### config.mk
export PLATFORM = sky130hd
export DESIGN_NAME = tank_ctrl_p
export DESIGN_NICKNAME = d
export VERILOG_FILES = /design/src/rtl/tank_pkg.sv /design/src/rtl/tank_weapon_fsm.sv /design/src/rtl/tank_ctrl_p.sv
export SDC_FILE = /design/constraint.sdc
export NUM_CORES = 1
export LEC_CHECK = 0
export CAP_MARGIN = 10
export CORE_UTILIZATION = 35
export CTS_CLUSTER_DIAMETER = 200
export DETAILED_ROUTE_END_ITERATION = 7
export GPL_TIMING_DRIVEN = 0
export PLACE_DENSITY = 0.57
export REMOVE_ABC_BUFFERS = 1
export SETUP_SLACK_MARGIN = 0.15
export SYNTH_ARGS = -nofsm -noshare
export SYNTH_HDL_FRONTEND = slang
export SYNTH_HIERARCHICAL = 1
export SYNTH_SLANG_ARGS = --single-unit
### constraint.sdc
create_clock -name frame_clk -period 7.1 [get_ports frame_clk]
set_clock_uncertainty 0.15 [all_clocks]
set_input_delay 1.775 -clock frame_clk [delete_from_list [all_inputs] [get_ports frame_clk]]
set_output_delay 1.775 -clock frame_clk [all_outputs]
set_load 0.03 [all_outputs]
### src/rtl/tank_pkg.sv
`timescale 1ns/1ps
`default_nettype none
// ============================================================================
// Module   : tank_pkg
// Purpose  : Shared types and default key maps for the per-player tank
//            controller (facing direction, weapon states, keycodes).
// Revision : 1.0 - initial release
// ============================================================================
package tank_pkg;

  // Facing direction, encoded as reported on the Direction output
  typedef enum logic [1:0] {
    DIR_LEFT  = 2'd0,
    DIR_RIGHT = 2'd1,
    DIR_DOWN  = 2'd2,
    DIR_UP    = 2'd3
  } dir_t;

  // Weapon state machine states
  typedef enum logic [1:0] {
    ST_READY    = 2'd0,
    ST_COOLDOWN = 2'd1,
    ST_RELOAD   = 2'd2
  } weapon_state_t;

  // Player A key map (J/L/K/I, Enter fires, P reloads)
  localparam logic [7:0] KEYA_LEFT   = 8'h0d;
  localparam logic [7:0] KEYA_RIGHT  = 8'h0f;
  localparam logic [7:0] KEYA_DOWN   = 8'h0e;
  localparam logic [7:0] KEYA_UP     = 8'h0c;
  localparam logic [7:0] KEYA_FIRE   = 8'h28;
  localparam logic [7:0] KEYA_RELOAD = 8'h13;

  // Player B key map (A/D/S/W, Space fires, R reloads)
  localparam logic [7:0] KEYB_LEFT   = 8'h04;
  localparam logic [7:0] KEYB_RIGHT  = 8'h07;
  localparam logic [7:0] KEYB_DOWN   = 8'h16;
  localparam logic [7:0] KEYB_UP     = 8'h1a;
  localparam logic [7:0] KEYB_FIRE   = 8'h2c;
  localparam logic [7:0] KEYB_RELOAD = 8'h15;

endpackage
`default_nettype wire

### src/rtl/tank_weapon_fsm.sv
`timescale 1ns/1ps
`default_nettype none
// ============================================================================
// Module   : tank_weapon_fsm
// Purpose  : Weapon control: fire-key edge detect, ammo magazine, post-shot
//            cooldown and timed reload. Produces a one-frame shoot pulse.
// Revision : 1.0 - initial release
// ============================================================================
module tank_weapon_fsm
  import tank_pkg::*;
#(
  parameter int AMMO_MAX = 3,
  parameter int COOLDOWN = 8,
  parameter int RELOAD   = 60,
  parameter int AMMO_W   = $clog2(AMMO_MAX + 1)
) (
  input  logic              frame_clk,
  input  logic              Reset,
  input  logic              fire_req_i,    // fire key held this frame (level)
  input  logic              reload_req_i,  // reload key held this frame
  output logic              shoot_o,
  output logic [AMMO_W-1:0] ammo_o,
  output logic              reloading_o
);

  localparam int CNT_MAX = (COOLDOWN > RELOAD) ? COOLDOWN : RELOAD;
  localparam int CNT_W   = (CNT_MAX > 1) ? $clog2(CNT_MAX) : 1;

  localparam logic [CNT_W-1:0]  c_CD_LOAD   = CNT_W'(COOLDOWN - 1);
  localparam logic [CNT_W-1:0]  c_RL_LOAD   = CNT_W'(RELOAD - 1);
  localparam logic [AMMO_W-1:0] c_AMMO_FULL = AMMO_W'(AMMO_MAX);

  weapon_state_t     state_q, state_d;
  logic [CNT_W-1:0]  cnt_q, cnt_d;
  logic [AMMO_W-1:0] ammo_q, ammo_d;
  logic              shoot_q, shoot_d;
  logic              fire_prev_q;
  logic              w_fire_edge;

  // State, counter, magazine and fire-key history registers
  always_ff @(posedge frame_clk or posedge Reset) begin
    if (Reset) begin
      state_q     <= ST_READY;
      cnt_q       <= '0;
      ammo_q      <= c_AMMO_FULL;
      shoot_q     <= 1'b0;
      fire_prev_q <= 1'b0;
    end else begin
      state_q     <= state_d;
      cnt_q       <= cnt_d;
      ammo_q      <= ammo_d;
      shoot_q     <= shoot_d;
      fire_prev_q <= fire_req_i;
    end
  end

  // Next-state logic: a shot needs a fresh key press, READY state and ammo;
  // requests arriving while busy are dropped, not queued
  always_comb begin
    state_d     = state_q;
    cnt_d       = cnt_q;
    ammo_d      = ammo_q;
    shoot_d     = 1'b0;
    w_fire_edge = fire_req_i & ~fire_prev_q;
    case (state_q)
      ST_READY: begin
        if (w_fire_edge) begin
          if (ammo_q != '0) begin
            shoot_d = 1'b1;
            ammo_d  = ammo_q - 1'b1;
            state_d = ST_COOLDOWN;
            cnt_d   = c_CD_LOAD;
          end
        end else if (reload_req_i && (ammo_q < c_AMMO_FULL)) begin
          state_d = ST_RELOAD;
          cnt_d   = c_RL_LOAD;
        end
      end
      ST_COOLDOWN: begin
        if (cnt_q == '0) begin
          state_d = ST_READY;
        end else begin
          cnt_d = cnt_q - 1'b1;
        end
      end
      ST_RELOAD: begin
        if (cnt_q == '0) begin
          state_d = ST_READY;
          ammo_d  = c_AMMO_FULL;
        end else begin
          cnt_d = cnt_q - 1'b1;
        end
      end
      default: begin
        state_d = ST_READY;
        cnt_d   = '0;
      end
    endcase
  end

  assign shoot_o     = shoot_q;
  assign ammo_o      = ammo_q;
  assign reloading_o = (state_q == ST_RELOAD);

endmodule
`default_nettype wire

### src/rtl/tank_ctrl_p.sv
`timescale 1ns/1ps
`default_nettype none
// ============================================================================
// Module   : tank_ctrl_p
// Purpose  : Per-player tank controller, one update per video frame.
//            Keycode-driven clamped horizontal movement, saturating aim,
//            facing direction, and the weapon state machine.
// Revision : 1.0 - initial release
// ============================================================================
module tank_ctrl_p
  import tank_pkg::*;
#(
  parameter int         X_SPAWN    = 500,
  parameter int         Y_SPAWN    = 200,
  parameter int         X_MIN      = 0,
  parameter int         X_MAX      = 639,
  parameter int         SIZE       = 4,
  parameter int         STEP       = 1,
  parameter int         AIM_W      = 5,
  parameter int         AIM_MAX    = 31,
  parameter int         AMMO_MAX   = 3,
  parameter int         COOLDOWN   = 8,
  parameter int         RELOAD     = 60,
  parameter logic [7:0] KEY_LEFT   = KEYA_LEFT,
  parameter logic [7:0] KEY_RIGHT  = KEYA_RIGHT,
  parameter logic [7:0] KEY_DOWN   = KEYA_DOWN,
  parameter logic [7:0] KEY_UP     = KEYA_UP,
  parameter logic [7:0] KEY_FIRE   = KEYA_FIRE,
  parameter logic [7:0] KEY_RELOAD = KEYA_RELOAD
) (
  input  logic                              frame_clk,
  input  logic                              Reset,
  input  logic [7:0]                        keycode,
  output logic [9:0]                        TankX,
  output logic [9:0]                        TankY,
  output logic [9:0]                        TankS,
  output logic [1:0]                        Direction,
  output logic                              shoot,
  output logic [AIM_W-1:0]                  aim,
  output logic [$clog2(AMMO_MAX + 1)-1:0]   ammo,
  output logic                              reloading
);

  localparam int AMMO_W = $clog2(AMMO_MAX + 1);

  // 11-bit limits so the right-hand add can never wrap before comparing
  localparam logic [10:0]      c_STEP_W      = 11'(STEP);
  localparam logic [10:0]      c_LEFT_MOVE_W = 11'(X_MIN + SIZE + STEP);
  localparam logic [10:0]      c_RIGHT_LIM_W = 11'(X_MAX - SIZE);
  localparam logic [9:0]       c_STEP        = 10'(STEP);
  localparam logic [9:0]       c_LEFT_LIM    = 10'(X_MIN + SIZE);
  localparam logic [9:0]       c_RIGHT_LIM   = 10'(X_MAX - SIZE);
  localparam logic [9:0]       c_X_SPAWN     = 10'(X_SPAWN);
  localparam logic [AIM_W-1:0] c_AIM_MAX     = AIM_W'(AIM_MAX);

  logic [9:0]       x_q, x_d;
  logic [AIM_W-1:0] aim_q, aim_d;
  dir_t             dir_q, dir_d;
  logic [10:0]      w_x_ext;

  // Position, aim and facing registers
  always_ff @(posedge frame_clk or posedge Reset) begin
    if (Reset) begin
      x_q   <= c_X_SPAWN;
      aim_q <= '0;
      dir_q <= DIR_RIGHT;
    end else begin
      x_q   <= x_d;
      aim_q <= aim_d;
      dir_q <= dir_d;
    end
  end

  // Key decode: compares add on the right side of the inequality so the
  // unsigned arithmetic never underflows; out-of-range moves clamp to the wall
  always_comb begin
    x_d     = x_q;
    aim_d   = aim_q;
    dir_d   = dir_q;
    w_x_ext = {1'b0, x_q};
    case (keycode)
      KEY_LEFT: begin
        dir_d = DIR_LEFT;
        if (w_x_ext >= c_LEFT_MOVE_W) x_d = x_q - c_STEP;
        else                          x_d = c_LEFT_LIM;
      end
      KEY_RIGHT: begin
        dir_d = DIR_RIGHT;
        if ((w_x_ext + c_STEP_W) <= c_RIGHT_LIM_W) x_d = x_q + c_STEP;
        else                                       x_d = c_RIGHT_LIM;
      end
      KEY_DOWN: begin
        dir_d = DIR_DOWN;
        if (aim_q != c_AIM_MAX) aim_d = aim_q + 1'b1;
      end
      KEY_UP: begin
        dir_d = DIR_UP;
        if (aim_q != '0) aim_d = aim_q - 1'b1;
      end
      default: begin
        x_d = x_q;
      end
    endcase
  end

  tank_weapon_fsm #(
    .AMMO_MAX (AMMO_MAX),
    .COOLDOWN (COOLDOWN),
    .RELOAD   (RELOAD),
    .AMMO_W   (AMMO_W)
  ) u_weapon (
    .frame_clk    (frame_clk),
    .Reset        (Reset),
    .fire_req_i   (keycode == KEY_FIRE),
    .reload_req_i (keycode == KEY_RELOAD),
    .shoot_o      (shoot),
    .ammo_o       (ammo),
    .reloading_o  (reloading)
  );

  assign TankX     = x_q;
  assign TankY     = 10'(Y_SPAWN);
  assign TankS     = 10'(SIZE);
  assign Direction = dir_q;
  assign aim       = aim_q;

endmodule
`default_nettype wire

Word-level counts from Yosys, hierarchy flattened
Index checks and enable logic that the tools add are counted.
{"block": "classes", "addsub": 7, "multipliers": 0, "div": 0, "n_lt_le_gt_ge": 3, "n_eq_ne": 18, "shifts": 0, "mux": 24, "n_bitwise": 2, "n_reduce_logical": 14}
{"cell": "8-bit by 4-bit equality test with 1-bit output, second input constant", "count": 4}
{"cell": "6-bit 2-to-1 mux", "count": 4}
{"cell": "10-bit 2-to-1 mux", "count": 2}
{"cell": "10-bit one-hot mux with 2 select lines", "count": 1}
{"cell": "2-bit 2-to-1 mux", "count": 7}
{"cell": "6-bit one-hot mux with 2 select lines", "count": 1}
{"cell": "10-bit by 1-bit adder with 11-bit output, second input constant", "count": 1}
{"cell": "11-bit by 10-bit less-or-equal comparator with 1-bit output, second input constant", "count": 1}
{"cell": "10-bit by 1-bit adder with 10-bit output, second input constant", "count": 1}
{"cell": "10-bit by 3-bit >= comparator with 1-bit output, second input constant", "count": 1}
{"cell": "5-bit 2-to-1 mux", "count": 2}
{"cell": "5-bit one-hot mux with 2 select lines", "count": 1}
{"cell": "10-bit by 1-bit subtractor with 10-bit output, second input constant", "count": 1}
{"cell": "3-bit AND reduction", "count": 3}
{"cell": "8-bit by 5-bit equality test with 1-bit output, second input constant", "count": 1}
{"cell": "8-bit by 6-bit equality test with 1-bit output, second input constant", "count": 1}
{"cell": "2-bit by 1-bit != test with 1-bit output, second input constant", "count": 4}
{"cell": "2-bit one-hot mux with 2 select lines", "count": 2}
{"cell": "2-bit one-hot mux with 4 select lines", "count": 1}
{"cell": "2-bit nonzero test", "count": 4}
{"cell": "6-bit logical NOT", "count": 1}
{"cell": "2-bit != test, second input constant", "count": 3}
{"cell": "6-bit by 1-bit subtractor with 6-bit output, second input constant", "count": 1}
{"cell": "5-bit by 1-bit adder with 5-bit output, second input constant", "count": 1}
{"cell": "other kinds (17)", "count": 19}
{"block": "word_totals", "regBits": 29, "latch_bits": 0, "mem_bits_rw": 0, "romBits": 0, "memories": 0}

Logic depth before layout (Yosys ltp)
Gate-level depths: netlist of the first run.
{"block": "logic_depth", "ltp_word": 5, "ltp_mapped": 10, "ltp_nobuf": 10}

Modules after synthesis
Netlist of the first run, hierarchy kept.
{"module": "tank_ctrl_p", "n_inst": 1, "cells_each": 207, "area_per_inst_um2": 1682.9}
{"module": "tank_weapon_fsm", "n_inst": 1, "cells_each": 80, "area_per_inst_um2": 760.7}

Least setup slack after synthesis of the first run
OpenSTA, ideal clock, no wires.
{"block": "synth_timing", "kind": "input port to flip-flop", "startpoint": "in keycode[4]", "endpoint": "reg aim_q[4] (netlist: aim[4])", "t_arrival_ps": 3977, "t_required_ps": 6812, "setup_slack_ps": 2835, "stages": 10, "n_path_buf": 0, "path_cell_list": "or4b_4 or3_1 or2_2 inv_1 ha_1 a21o_1 a21oi_1 xnor2_1 nor2_1 xor2_1"}
{"block": "synth_between", "elab_chain_len": 3, "elab_cells_between_ends": 7, "cone_classes": "4 x eq/ne; 1 x mux; 2 x reduce/logical"}
{"element": "start, declared", "line_no": "tank_ctrl_p.sv:33", "rtl": "input logic [7:0] keycode,"}
{"element": "8-bit by 4-bit equality test with 1-bit output", "line_no": "tank_ctrl_p.sv:81", "rtl": "case (keycode)"}
{"element": "2-bit != test (no source line) / 2-bit nonzero test (equally long branches)"}
{"element": "3-bit AND reduction (no source line)"}
{"element": "end signal, assigned", "line_no": "tank_ctrl_p.sv:69", "rtl": "aim_q <= aim_d;"}
{"element": "end, declared", "line_no": "tank_ctrl_p.sv:57", "rtl": "logic [AIM_W-1:0] aim_q, aim_d;"}
Several ways; a longest one is shown, not always the timed one.
A chain may end at the register's enable or synchronous reset.

Worst setup path after layout of the first run
{"block": "layout_timing", "startpoint": "in keycode[4]", "endpoint": "reg u_weapon.state_q[1]"}
{"block": "layout_between", "elab_chain_len": 4, "elab_cells_between_ends": 9, "cone_classes": "4 x eq/ne; 2 x mux; 1 x bitwise; 2 x reduce/logical"}
{"element": "8-bit by 6-bit equality test with 1-bit output / 8-bit by 5-bit equality test with 1-bit output (equally long branches)", "line_no": "tank_ctrl_p.sv:114, tank_ctrl_p.sv:115"}
{"element": "1-bit bitwise AND / 1-bit logical AND (equally long branches)", "line_no": "tank_weapon_fsm.sv:64, tank_weapon_fsm.sv:74"}
{"element": "3-bit != test (no source line) (tied with other cells)"}
{"element": "3-bit AND reduction (no source line) / 2-bit one-hot mux with 2 select lines (equally long branches)"}
{"element": "end signal, assigned", "line_no": "tank_weapon_fsm.sv:49", "rtl": "state_q <= state_d;"}
{"element": "end, declared", "line_no": "tank_weapon_fsm.sv:33", "rtl": "weapon_state_t state_q, state_d;"}
Several ways; a longest one is shown, not always the timed one.

==> metrics.csv, run 1 <==
metric,value,unit
outcome,"finished, final reports clean",
critPathRequiredTime,7.11,ns
clock-sinks,29,
drc_errors,0,
cts_buffer_depth,2,
fill_cells,681,
end_kind,register,
cp_slowest_cell,or4b_4,
cp_data_arrival_time,4.62,ns
final_nets,335,
drv_slew,0,
die_x,85.6,um
place_congestion,0.832,
setup_viol,0,
dp.final_hpwl,4.07,mm
p_leak,1.20,nW
max_freq,0.217,GHz
vias,2113,
grt_pass1_vias,1977,
place_ws,2.21,ns
initial_core_util,36.2,%
use_met1,21.6,%
worstPathMaxFanout,4,
grt_start_max_net_pins,18,
relSlewSlack,46.3,%
cts_tree,done,
antenna_found_initial,0,
grt_pass1_wl,9.39,mm
place_inst,383,
hold_class,register to register,
ys_ff_latch,29,
synth_edf_count,0,
finalCritPeriodShare,64.9,%
yosysTopAreaCell,dfrtp_1,
synth_area_per_cell,8.51,um^2
area_growth,15.0,%
drive_above_1_share,11.3,%
syn-cell-area,2440,um^2
chipHeight,85.6,um
start_kind,input port,
finalPower,0.745,mW
use_met2,25.6,%
drt-initial-drc-count,85,
tightestPinTransition,0.798,ns
cts_resized,0,
die_area,7320,um^2
syn_inst,287,
synthTopCellsByCount,"nand2_1, nor2_1, buf_4, dfrtp_1, inv_1",
htree_levels,2,
powerDensity,265,nW/um^2
maxCapViolations,0,
wirelength,5.54,mm
yosysTopAreaCellShare,20.5,%
num_rows,30,
grt-ovfl-total,0,
dpl-instance-area,2710,um^2
portBuffers,30,
postCtsHoldBufs,0,
fin_crit,4.61,ns
clockPowerShare,20.3,%
path_clk_slew,0.07,ns
synth_seq_area_share,30.2,%
swShare,40.8,%
final_cells,391,
yosys-top-cells-area,"dfrtp_1, dfstp_2, ha_1, buf_4, nand2_1",
cp_top_family,simple AND/OR/NAND/NOR gates,
first_pass_iters,4,
combPwrFrac,44.9,%
rsz0062_at_grt,no,
path_cells,clkdlybuf4s50_1 -> or4b_4 -> or3_1 -> nor3b_1 -> or3b_1 -> o311a_2 -> a21o_1 -> mux2_4,
p_seq_share,34.8,%
hold_violations,0,
grtUsageMet3,3.18,%
root_buffer,clkbuf_8,
synthArstFlopShare,100,%
tns,0,ns
final_area,2810,um^2
viasPerCell,5.40,
p_sw,0.304,mW
crit_buf_inv,1,
worst_slack,2.49,ns
gr-usage-all-layers,15.8,%
avgRoutedWirePerCell,14.2,um
p_int,0.441,mW
synthFlopType,dfrtp_1,
peakVddDrop,125,uV
path_class,input port to register,
pin_count,51,
slowest_delay,0.56,ns
cts_setup_buffers,0,
cts_made_buffers,5,
clk_latency,0.28,ns
top_usage_layer,met2,
antenna_left,0,
yosysMostFrequentCell,nand2_1,
fp.coreArea,6760,um^2
synth_cell_types,70,
diodes,0,
ys_warn_count,6,
==> cells by family after synthesis <==
logic type | after synthesis | share of synthesized area (%)
fa+ha+maj | 15 | 7.99
flops | 29 | 30.2
buf+inv | 48 | 10.8
compound gates | 70 | 20.5
xor+xnor | 7 | 2.51
other cells | 2 | 0.307
simple gates | 109 | 24.5
mux | 7 | 3.23
==> stage by stage <==
stage | hold slack (ns) | utilization, %
final | 0.345 | 41.6
after global routing | 0.372 | 41.6
after global placement | 0.322 | 40.1
after CTS | 0.351 | 41.6
after floorplan | 0.336 | -
after detailed placement | 0.337 | 40.1
==> power groups by stage <==
| stage | logic, mW | clock network (mW) | registers, mW |
|---|---|---|---|
| floorplan | 0.222 | 0 | 0.279 |
| global placement | 0.330 | 0 | 0.261 |
| detailed placement | 0.334 | 0 | 0.263 |
| CTS | 0.336 | 0.156 | 0.260 |
| global route | 0.374 | 0.163 | 0.267 |
| finish | 0.334 | 0.151 | 0.259 |
==> cell usage in the layout (no fill, tap or decap), types with 5 or more instances in the layout <==
cell type / instances
clkdlybuf4s50_1: 30
nand2_1: 24
nor2_1: 21
dfrtp_1: 20
conb_1: 20
inv_1: 16
a21oi_1: 15
ha_1: 14
nand3_1: 11
nor3_1: 10
dfstp_2: 9
o21ai_0: 9
a31oi_1: 8
clkbuf_8: 7
or2_2: 5
nor2b_1: 5
o21ai_1: 5
==> path summary, 6_finish.rpt <==
check | from | to | slack [ns] | cells past startpoint
worst min register to register | Direction[1] | Direction[1] | 0.34 | 2
min in group asynchronous | Reset | u_weapon/fire_prev_q | 1.69 | 2
worst max register to register | TankX[0] | TankX[5] | 4.00 | 8
worst max-delay path | keycode[4] | u_weapon/state_q[1] | 2.49 | 8
max in group asynchronous | Reset | TankX[0] | 4.57 | 2
worst min-delay path | Direction[1] | Direction[1] | 0.34 | 2
==> metal layers <==
layer  wire, um  part of all wire (%)  vias to the layer above
li1           -                     -                     1034
met1       2580                    47                     1010
met2       2680                    48                       61
met3        211                   3.8                        8
met4         67                   1.2                        0
met5          0                     0                        -
==> sequential cells by signal, summed over array words and instances (netlist names) <==
signal                flops
u_weapon/state_q          2
u_weapon/cnt_q            6
aim                       5
u_weapon/ammo_o           2
u_weapon/fire_prev_q      1
TankX                    10
Direction                 2
u_weapon/shoot_o          1
==> cell type report <==
cell class	instances	area [um^2]	share of cell area (%)
clock buffer	7	96.3	3.43
tap	80	100	3.56
inverter	16	60.1	2.14
sequential	29	737	26.2
multi-input combinational	228	1510	53.8
clock inverter	1	5.00	0.178
timing repair buffer	30	300	10.7
==> worst register-to-register path: stages, from the launching register on <==
cell and delay (ns):
dfrtp_1 0.59, inv_1 0.17, ha_1 0.36, or4b_1 0.44, o22ai_1 0.14, o32ai_1 0.11
a211oi_1 0.64, nand2_1 0.21, a31oi_1 0.23
Note: power is estimated with default switching activity, not from simulation.
==> inputs of run 2 (changes only) <==
clock period = 4.4 ns   (was 7.1 ns; I/O delays follow)
==> results of run 2 <==
Same layout as run 1 (identical final DEF). Status: finished, final reports clean.
Among the figures that moved: setup slack after placement 2.21 ns -> 0.188 ns; setup slack after layout 2.49 ns -> 0.466 ns; register-to-register setup slack 4.00 ns -> 1.30 ns; total power 0.745 mW -> 1.20 mW; worst IR drop on VDD 125 uV -> 201 uV
